### src/rtl/seg7_pkg.sv
// Shared constants for the two-digit event counter display.
// Segment patterns are ordered {a,b,c,d,e,f,g} (a in bit 6) and active-low:
// a 0 bit lights the segment.
package seg7_pkg;

   localparam logic [6:0] SEG_0     = 7'b0000001;
   localparam logic [6:0] SEG_1     = 7'b1001111;
   localparam logic [6:0] SEG_2     = 7'b0010010;
   localparam logic [6:0] SEG_3     = 7'b0000110;
   localparam logic [6:0] SEG_4     = 7'b1001100;
   localparam logic [6:0] SEG_5     = 7'b0100100;
   localparam logic [6:0] SEG_6     = 7'b0100000;
   localparam logic [6:0] SEG_7     = 7'b0001111;
   localparam logic [6:0] SEG_8     = 7'b0000000;
   localparam logic [6:0] SEG_9     = 7'b0000100;
   localparam logic [6:0] SEG_A     = 7'b0001000;
   localparam logic [6:0] SEG_B     = 7'b1100000;  // lower-case b
   localparam logic [6:0] SEG_C     = 7'b0110001;
   localparam logic [6:0] SEG_D     = 7'b1000010;  // lower-case d
   localparam logic [6:0] SEG_E     = 7'b0110000;
   localparam logic [6:0] SEG_F     = 7'b0111000;
   localparam logic [6:0] SEG_BLANK = 7'b1111111;

   // Wrap-blink sequence: two blank/show pairs, then back to idle.
   typedef enum logic [2:0] {
      BLINK_IDLE   = 3'd0,
      BLINK_BLANK1 = 3'd1,
      BLINK_SHOW1  = 3'd2,
      BLINK_BLANK2 = 3'd3,
      BLINK_SHOW2  = 3'd4
   } blink_state_e;

endpackage

### src/rtl/seg7_encoder.sv
// Combinational 4-bit digit to active-low 7-segment pattern (0-9, A b C d E F).
module seg7_encoder
   import seg7_pkg::*;
(
   input  logic [3:0] i_digit,
   output logic [6:0] o_seg
);

   // Digit lookup; every code is listed so the default never shows in practice.
   always_comb begin
      o_seg = SEG_BLANK;
      case (i_digit)
         4'h0: o_seg = SEG_0;
         4'h1: o_seg = SEG_1;
         4'h2: o_seg = SEG_2;
         4'h3: o_seg = SEG_3;
         4'h4: o_seg = SEG_4;
         4'h5: o_seg = SEG_5;
         4'h6: o_seg = SEG_6;
         4'h7: o_seg = SEG_7;
         4'h8: o_seg = SEG_8;
         4'h9: o_seg = SEG_9;
         4'hA: o_seg = SEG_A;
         4'hB: o_seg = SEG_B;
         4'hC: o_seg = SEG_C;
         4'hD: o_seg = SEG_D;
         4'hE: o_seg = SEG_E;
         4'hF: o_seg = SEG_F;
         default: o_seg = SEG_BLANK;
      endcase
   end

endmodule

### src/rtl/seg7_event_counter.sv
// Event counter driving a two-digit active-low 7-segment display.
// Counts i_inc/i_dec strobes (BCD 00..99 or hex 00..FF), pulses o_wrap on
// wrap-around, and registers the segment outputs one edge after the count.
// Optional feature macro SEG7_WRAP_BLINK_EN: blink the display twice after a wrap.
module seg7_event_counter
   import seg7_pkg::*;
#(
   parameter int DECIMAL    = 1,
   parameter int BLINK_HALF = 2500000
) (
   input  logic       i_clk,
   input  logic       i_rst,
   input  logic       i_inc,
   input  logic       i_dec,
   input  logic       i_clr,
   output logic [7:0] o_count,
   output logic       o_wrap,
   output logic       o_seg1a,
   output logic       o_seg1b,
   output logic       o_seg1c,
   output logic       o_seg1d,
   output logic       o_seg1e,
   output logic       o_seg1f,
   output logic       o_seg1g,
   output logic       o_seg2a,
   output logic       o_seg2b,
   output logic       o_seg2c,
   output logic       o_seg2d,
   output logic       o_seg2e,
   output logic       o_seg2f,
   output logic       o_seg2g
);

   logic [7:0] count_q, count_d;
   logic       wrap_q, wrap_d;
   logic [6:0] seg1_q, seg1_d;
   logic [6:0] seg2_q, seg2_d;
   logic [3:0] tens, ones;
   logic [6:0] enc1, enc2;
   logic       blank_d;

   assign tens = count_q[7:4];
   assign ones = count_q[3:0];

   // Next count: clear wins, inc+dec together cancel, then inc, then dec.
   always_comb begin
      count_d = count_q;
      wrap_d  = 1'b0;
      if (i_clr) begin
         count_d = 8'h00;
      end else if (i_inc && !i_dec) begin
         if (DECIMAL != 0) begin
            if (ones == 4'd9) begin
               if (tens == 4'd9) begin
                  count_d = 8'h00;
                  wrap_d  = 1'b1;
               end else begin
                  count_d = {tens + 4'd1, 4'd0};
               end
            end else begin
               count_d = {tens, ones + 4'd1};
            end
         end else begin
            count_d = count_q + 8'd1;
            wrap_d  = (count_q == 8'hFF);
         end
      end else if (i_dec && !i_inc) begin
         if (DECIMAL != 0) begin
            if (ones == 4'd0) begin
               if (tens == 4'd0) begin
                  count_d = 8'h99;
                  wrap_d  = 1'b1;
               end else begin
                  count_d = {tens - 4'd1, 4'd9};
               end
            end else begin
               count_d = {tens, ones - 4'd1};
            end
         end else begin
            count_d = count_q - 8'd1;
            wrap_d  = (count_q == 8'h00);
         end
      end
   end

   seg7_encoder u_enc_tens (.i_digit(tens), .o_seg(enc1));
   seg7_encoder u_enc_ones (.i_digit(ones), .o_seg(enc2));

`ifdef SEG7_WRAP_BLINK_EN
   localparam int BCW = (BLINK_HALF > 1) ? $clog2(BLINK_HALF) : 1;
   localparam logic [BCW-1:0] HALF_LAST = BCW'(BLINK_HALF - 1);

   blink_state_e   state_q, state_d;
   logic [BCW-1:0] bcnt_q, bcnt_d;

   // Blink sequencer: any wrap pulse (re)starts at BLANK1; each state lasts BLINK_HALF cycles.
   always_comb begin
      state_d = state_q;
      bcnt_d  = bcnt_q;
      if (wrap_q) begin
         state_d = BLINK_BLANK1;
         bcnt_d  = '0;
      end else if (state_q != BLINK_IDLE) begin
         if (bcnt_q == HALF_LAST) begin
            bcnt_d = '0;
            case (state_q)
               BLINK_BLANK1: state_d = BLINK_SHOW1;
               BLINK_SHOW1:  state_d = BLINK_BLANK2;
               BLINK_BLANK2: state_d = BLINK_SHOW2;
               default:      state_d = BLINK_IDLE;
            endcase
         end else begin
            bcnt_d = bcnt_q + 1'b1;
         end
      end
      // Blanking follows the state being entered so the registered display
      // lines up cycle-for-cycle with the state register.
      blank_d = (state_d == BLINK_BLANK1) || (state_d == BLINK_BLANK2);
   end

   // Blink state and half-period counter registers.
   always_ff @(posedge i_clk or posedge i_rst) begin
      if (i_rst) begin
         state_q <= BLINK_IDLE;
         bcnt_q  <= '0;
      end else begin
         state_q <= state_d;
         bcnt_q  <= bcnt_d;
      end
   end
`else
   // Without the blink feature the display always shows the count; BLINK_HALF
   // is folded into a deliberately unused net.
   logic unused_blink_half;
   assign unused_blink_half = ^BLINK_HALF;
   assign blank_d = 1'b0;
`endif

   // Display data for the next edge: blank pattern or the current count.
   always_comb begin
      seg1_d = blank_d ? SEG_BLANK : enc1;
      seg2_d = blank_d ? SEG_BLANK : enc2;
   end

   // Count, wrap pulse and display registers; reset shows "00".
   always_ff @(posedge i_clk or posedge i_rst) begin
      if (i_rst) begin
         count_q <= 8'h00;
         wrap_q  <= 1'b0;
         seg1_q  <= SEG_0;
         seg2_q  <= SEG_0;
      end else begin
         count_q <= count_d;
         wrap_q  <= wrap_d;
         seg1_q  <= seg1_d;
         seg2_q  <= seg2_d;
      end
   end

   assign o_count = count_q;
   assign o_wrap  = wrap_q;
   assign {o_seg1a, o_seg1b, o_seg1c, o_seg1d, o_seg1e, o_seg1f, o_seg1g} = seg1_q;
   assign {o_seg2a, o_seg2b, o_seg2c, o_seg2d, o_seg2e, o_seg2f, o_seg2g} = seg2_q;

endmodule
### config.mk
export PLATFORM = sky130hd
export DESIGN_NAME = seg7_event_counter
export DESIGN_NICKNAME = d
export VERILOG_FILES = /design/src/rtl/seg7_pkg.sv /design/src/rtl/seg7_encoder.sv /design/src/rtl/seg7_event_counter.sv
export SDC_FILE = /design/constraint.sdc
export NUM_CORES = 1
export LEC_CHECK = 0
export BUFFER_PORTS_ARGS = -buffer_cell sky130_fd_sc_hd__buf_2
export CAP_MARGIN = 0
export CORE_MARGIN = 2
export CORE_UTILIZATION = 55
export DETAILED_ROUTE_END_ITERATION = 8
export GPL_TIMING_DRIVEN = 0
export HOLD_SLACK_MARGIN = 0.08
export PLACE_DENSITY = 0.88
export SLEW_MARGIN = 20
export SYNTH_ARGS = -nofsm -noshare
export SYNTH_HDL_FRONTEND = slang
export SYNTH_HIERARCHICAL = 1
export SYNTH_SLANG_ARGS = --single-unit
### constraint.sdc
create_clock -name i_clk -period 2.4 [get_ports i_clk]
set_input_delay 0.24 -clock i_clk [delete_from_list [all_inputs] [get_ports i_clk]]
set_output_delay 0.24 -clock i_clk [all_outputs]
set_load 0.1 [all_outputs]
==> flow_metrics.env <==
export IMPL_status="completed"
export IMPL_postCtsSetupRepairBufs=0
export IMPL_cp_data_required_time_ps=2610
export IMPL_antenna_found_initial=0
export IMPL_fin_nets=228
export IMPL_post_route_period_util_pct=83.4
export IMPL_antennaDiodeCount=0
export IMPL_wl_per_cell_um=13.1
export IMPL_yosysSeqAreaShare_pct=33.8
export IMPL_drc=0
export IMPL_clkPwrFrac_pct=7.7
export IMPL_cts_buffers=3
export IMPL_cp_max_fo=15
export IMPL_synth_area_per_cell_um2=10.1
export IMPL_start_util_pct=57.0
export IMPL_syn_num_nets=196
export IMPL_p_comb_share_pct=64.4
export IMPL_peakVddDrop_mv=0.451
export IMPL_async_flop_share_pct=100
export IMPL_num_io_pins=28
export IMPL_ys_top_cells_by_area="dfrtp_1 31%, ha_1 16%, mux2i_1 5.9%"
export IMPL_htreeDepth=1
export IMPL_p_int_mw=0.853
export IMPL_start_kind="flop"
export IMPL_core_um2=3000
export IMPL_postCtsHoldBufs=0
export IMPL_synthToLayoutAreaGrowth_pct=12.1
export IMPL_hold_class="in -> async"
export IMPL_ys_ff_latch=23
export IMPL_fmax_mhz=500
export IMPL_first_global_vias=1233
export IMPL_drive_gt1_share_pct=26.0
export IMPL_yosysWarnings=6
export IMPL_grt_usage_pct=18.1
export IMPL_fin_cells=233
export IMPL_timing_worst_slew_pin_value_ps=780
export IMPL_die_x_um=59.8
export IMPL_power_leakage_nw=0.906
export IMPL_grt_max_degree=24
export IMPL_synth_edff_count=0
export IMPL_drt_iter0_drc=48
export IMPL_io_buffers=27
export IMPL_clockBufferDepth=2
export IMPL_powerDensity_nw_per_um2=1110
export IMPL_ys_top_cells_by_count="22 x ha_1, 21 x dfrtp_1, 15 x inv_1"
export IMPL_swShare_pct=60.1
export IMPL_vias_per_cell=5.77
export IMPL_cp_end_kind="flop"
export IMPL_die_area_um2=3570
export IMPL_synth_top_cell_by_area="dfrtp_1"
export IMPL_cts_resized_gates=0
export IMPL_rsz0062_at_grt="no"
export IMPL_cts_tree="built"
export IMPL_grt_pass1_wl_mm=5.16
export IMPL_placementRows=20
export IMPL_cts_root_buf="clkbuf_4"
export IMPL_cp_data_arrival_time_ps=2210
export IMPL_p_seq_share_pct=28.0
export IMPL_yosysTopAreaCellShare_pct=30.7
export IMPL_clock_latency_ps=290
export IMPL_worst_setup_path_type="reg -> reg"
export IMPL_hold_viol_final=0
export IMPL_die_h_um=59.8
export IMPL_gr_total_overflow=0
export IMPL_route_antenna_remaining_nets=0
export IMPL_tns_ps=0
export IMPL_wirelength_mm=3.05
export IMPL_num_vias=1345
export IMPL_yosysMostFrequentCell="ha_1"
export IMPL_slew_headroom_pct=47.9
export IMPL_cts_sinks=23
export IMPL_skew_ps=5.49
export IMPL_clkTransAtPathRegs_ps=120
export IMPL_maxCapViolCount=0
export IMPL_gp_congestion=0.875
export IMPL_synth_flop_cell="dfrtp_1"
export IMPL_drtPass1Iterations=4
export IMPL_setup_viol=0
export IMPL_dp_cells=229
export IMPL_netlist_area_um2=1710
export IMPL_slew_violations=0
export IMPL_switchingPower_mw=1.28
export IMPL_period_needed_ps=2000
export IMPL_dpl_hpwl_mm=2.30
export IMPL_synthCells=169
export IMPL_synth_cell_types=44
## through the flow
step / cell area (um^2) / worst slack (ps) / util, % / hold slack (ps) / power (mW)
global placement: 1890 / 447 / 63.0 / 419 / 1.95
finish: 1920 / 400 / 63.8 / 73.9 / 2.14
global route: 1920 / 186 / 63.8 / 144 / 2.24
detailed placement: 1890 / 445 / 63.0 / 422 / 1.98
floorplan: 1710 / 19.4 / - / 240 / 1.77
CTS: 1920 / 396 / 63.8 / 99.3 / 2.14
## worst max-delay path, stage by stage (launching register included)
cell and delay, ps:
dfrtp_2 540, inv_1 150, ha_1 180, nor3b_2 420, nor3b_2 330, a32oi_1 140, o22ai_1 160
## sequential cells by signal (all words and copies together), names as in the netlist
name and cells:
seg2_q 7, o_wrap 1, seg1_q 7, o_count 8
## layout make-up
cell class	count	area (um^2)
sequential	23	582
buffer	7	52.6
tap	33	41.3
inverter	15	56.3
timing repair buffer	27	135
clock buffer	4	26.3
multi-input combinational	124	1020
fill	242	1090
## worst paths after layout
| check | from | slack [ps] | cells past startpoint | to |
|---|---|---|---|---|
| max in group asynchronous | i_rst | 1790 | 2 | o_count[4] |
| hold reg to reg | o_count[6] | 650 | 1 | o_count[6] |
| setup reg to reg | o_count[0] | 400 | 6 | o_count[7] |
| setup / recovery | o_count[0] | 400 | 6 | o_count[7] |
| min in group i_clk | i_inc | 330 | 4 | o_wrap |
| hold / removal | i_rst | 70 | 2 | seg2_q[5] |
## per-layer routing
metal | wire length, um | vias to the layer above | GRT usage, %
met5 | 0 | - | 0
li1 | - | 672 | -
met2 | 1590 | 40 | 34.0
met4 | 38 | 0 | 6.03
met3 | 110 | 4 | 1.30
met1 | 1310 | 629 | 21.4
## logic make-up (layout without fill, tap and decap cells)
group	after synthesis	in the layout	synth area share, %
AOI/OAI and AO/OA	39	39	15.7
adders and majority gates	22	22	16.1
buffers and inverters	22	53	6.36
DFF	23	23	33.8
muxes	13	13	9.36
and+or+nand+nor	50	50	18.7
## placed cells by master (no fill, tap or decap), types with 4 or more instances in the layout
cell,instances
nand2b_1,4
o21ai_0,6
dfrtp_1,18
nand3_1,8
o21ai_1,4
buf_2,30
inv_1,15
mux2i_1,10
a21oi_1,9
nor2_1,13
nand2_1,6
ha_1,22
## power by group through the flow
stage	logic, mW	registers (mW)	clock network, mW
6_report	1.38	0.597	0.164
5_1_grt	1.45	0.616	0.179
4_1_cts	1.38	0.597	0.167
3_5_place_dp	1.37	0.606	0
3_3_place_gp	1.35	0.603	0
2_1_floorplan	0.384	1.39	0
Note: power is estimated with default switching activity, not from simulation.
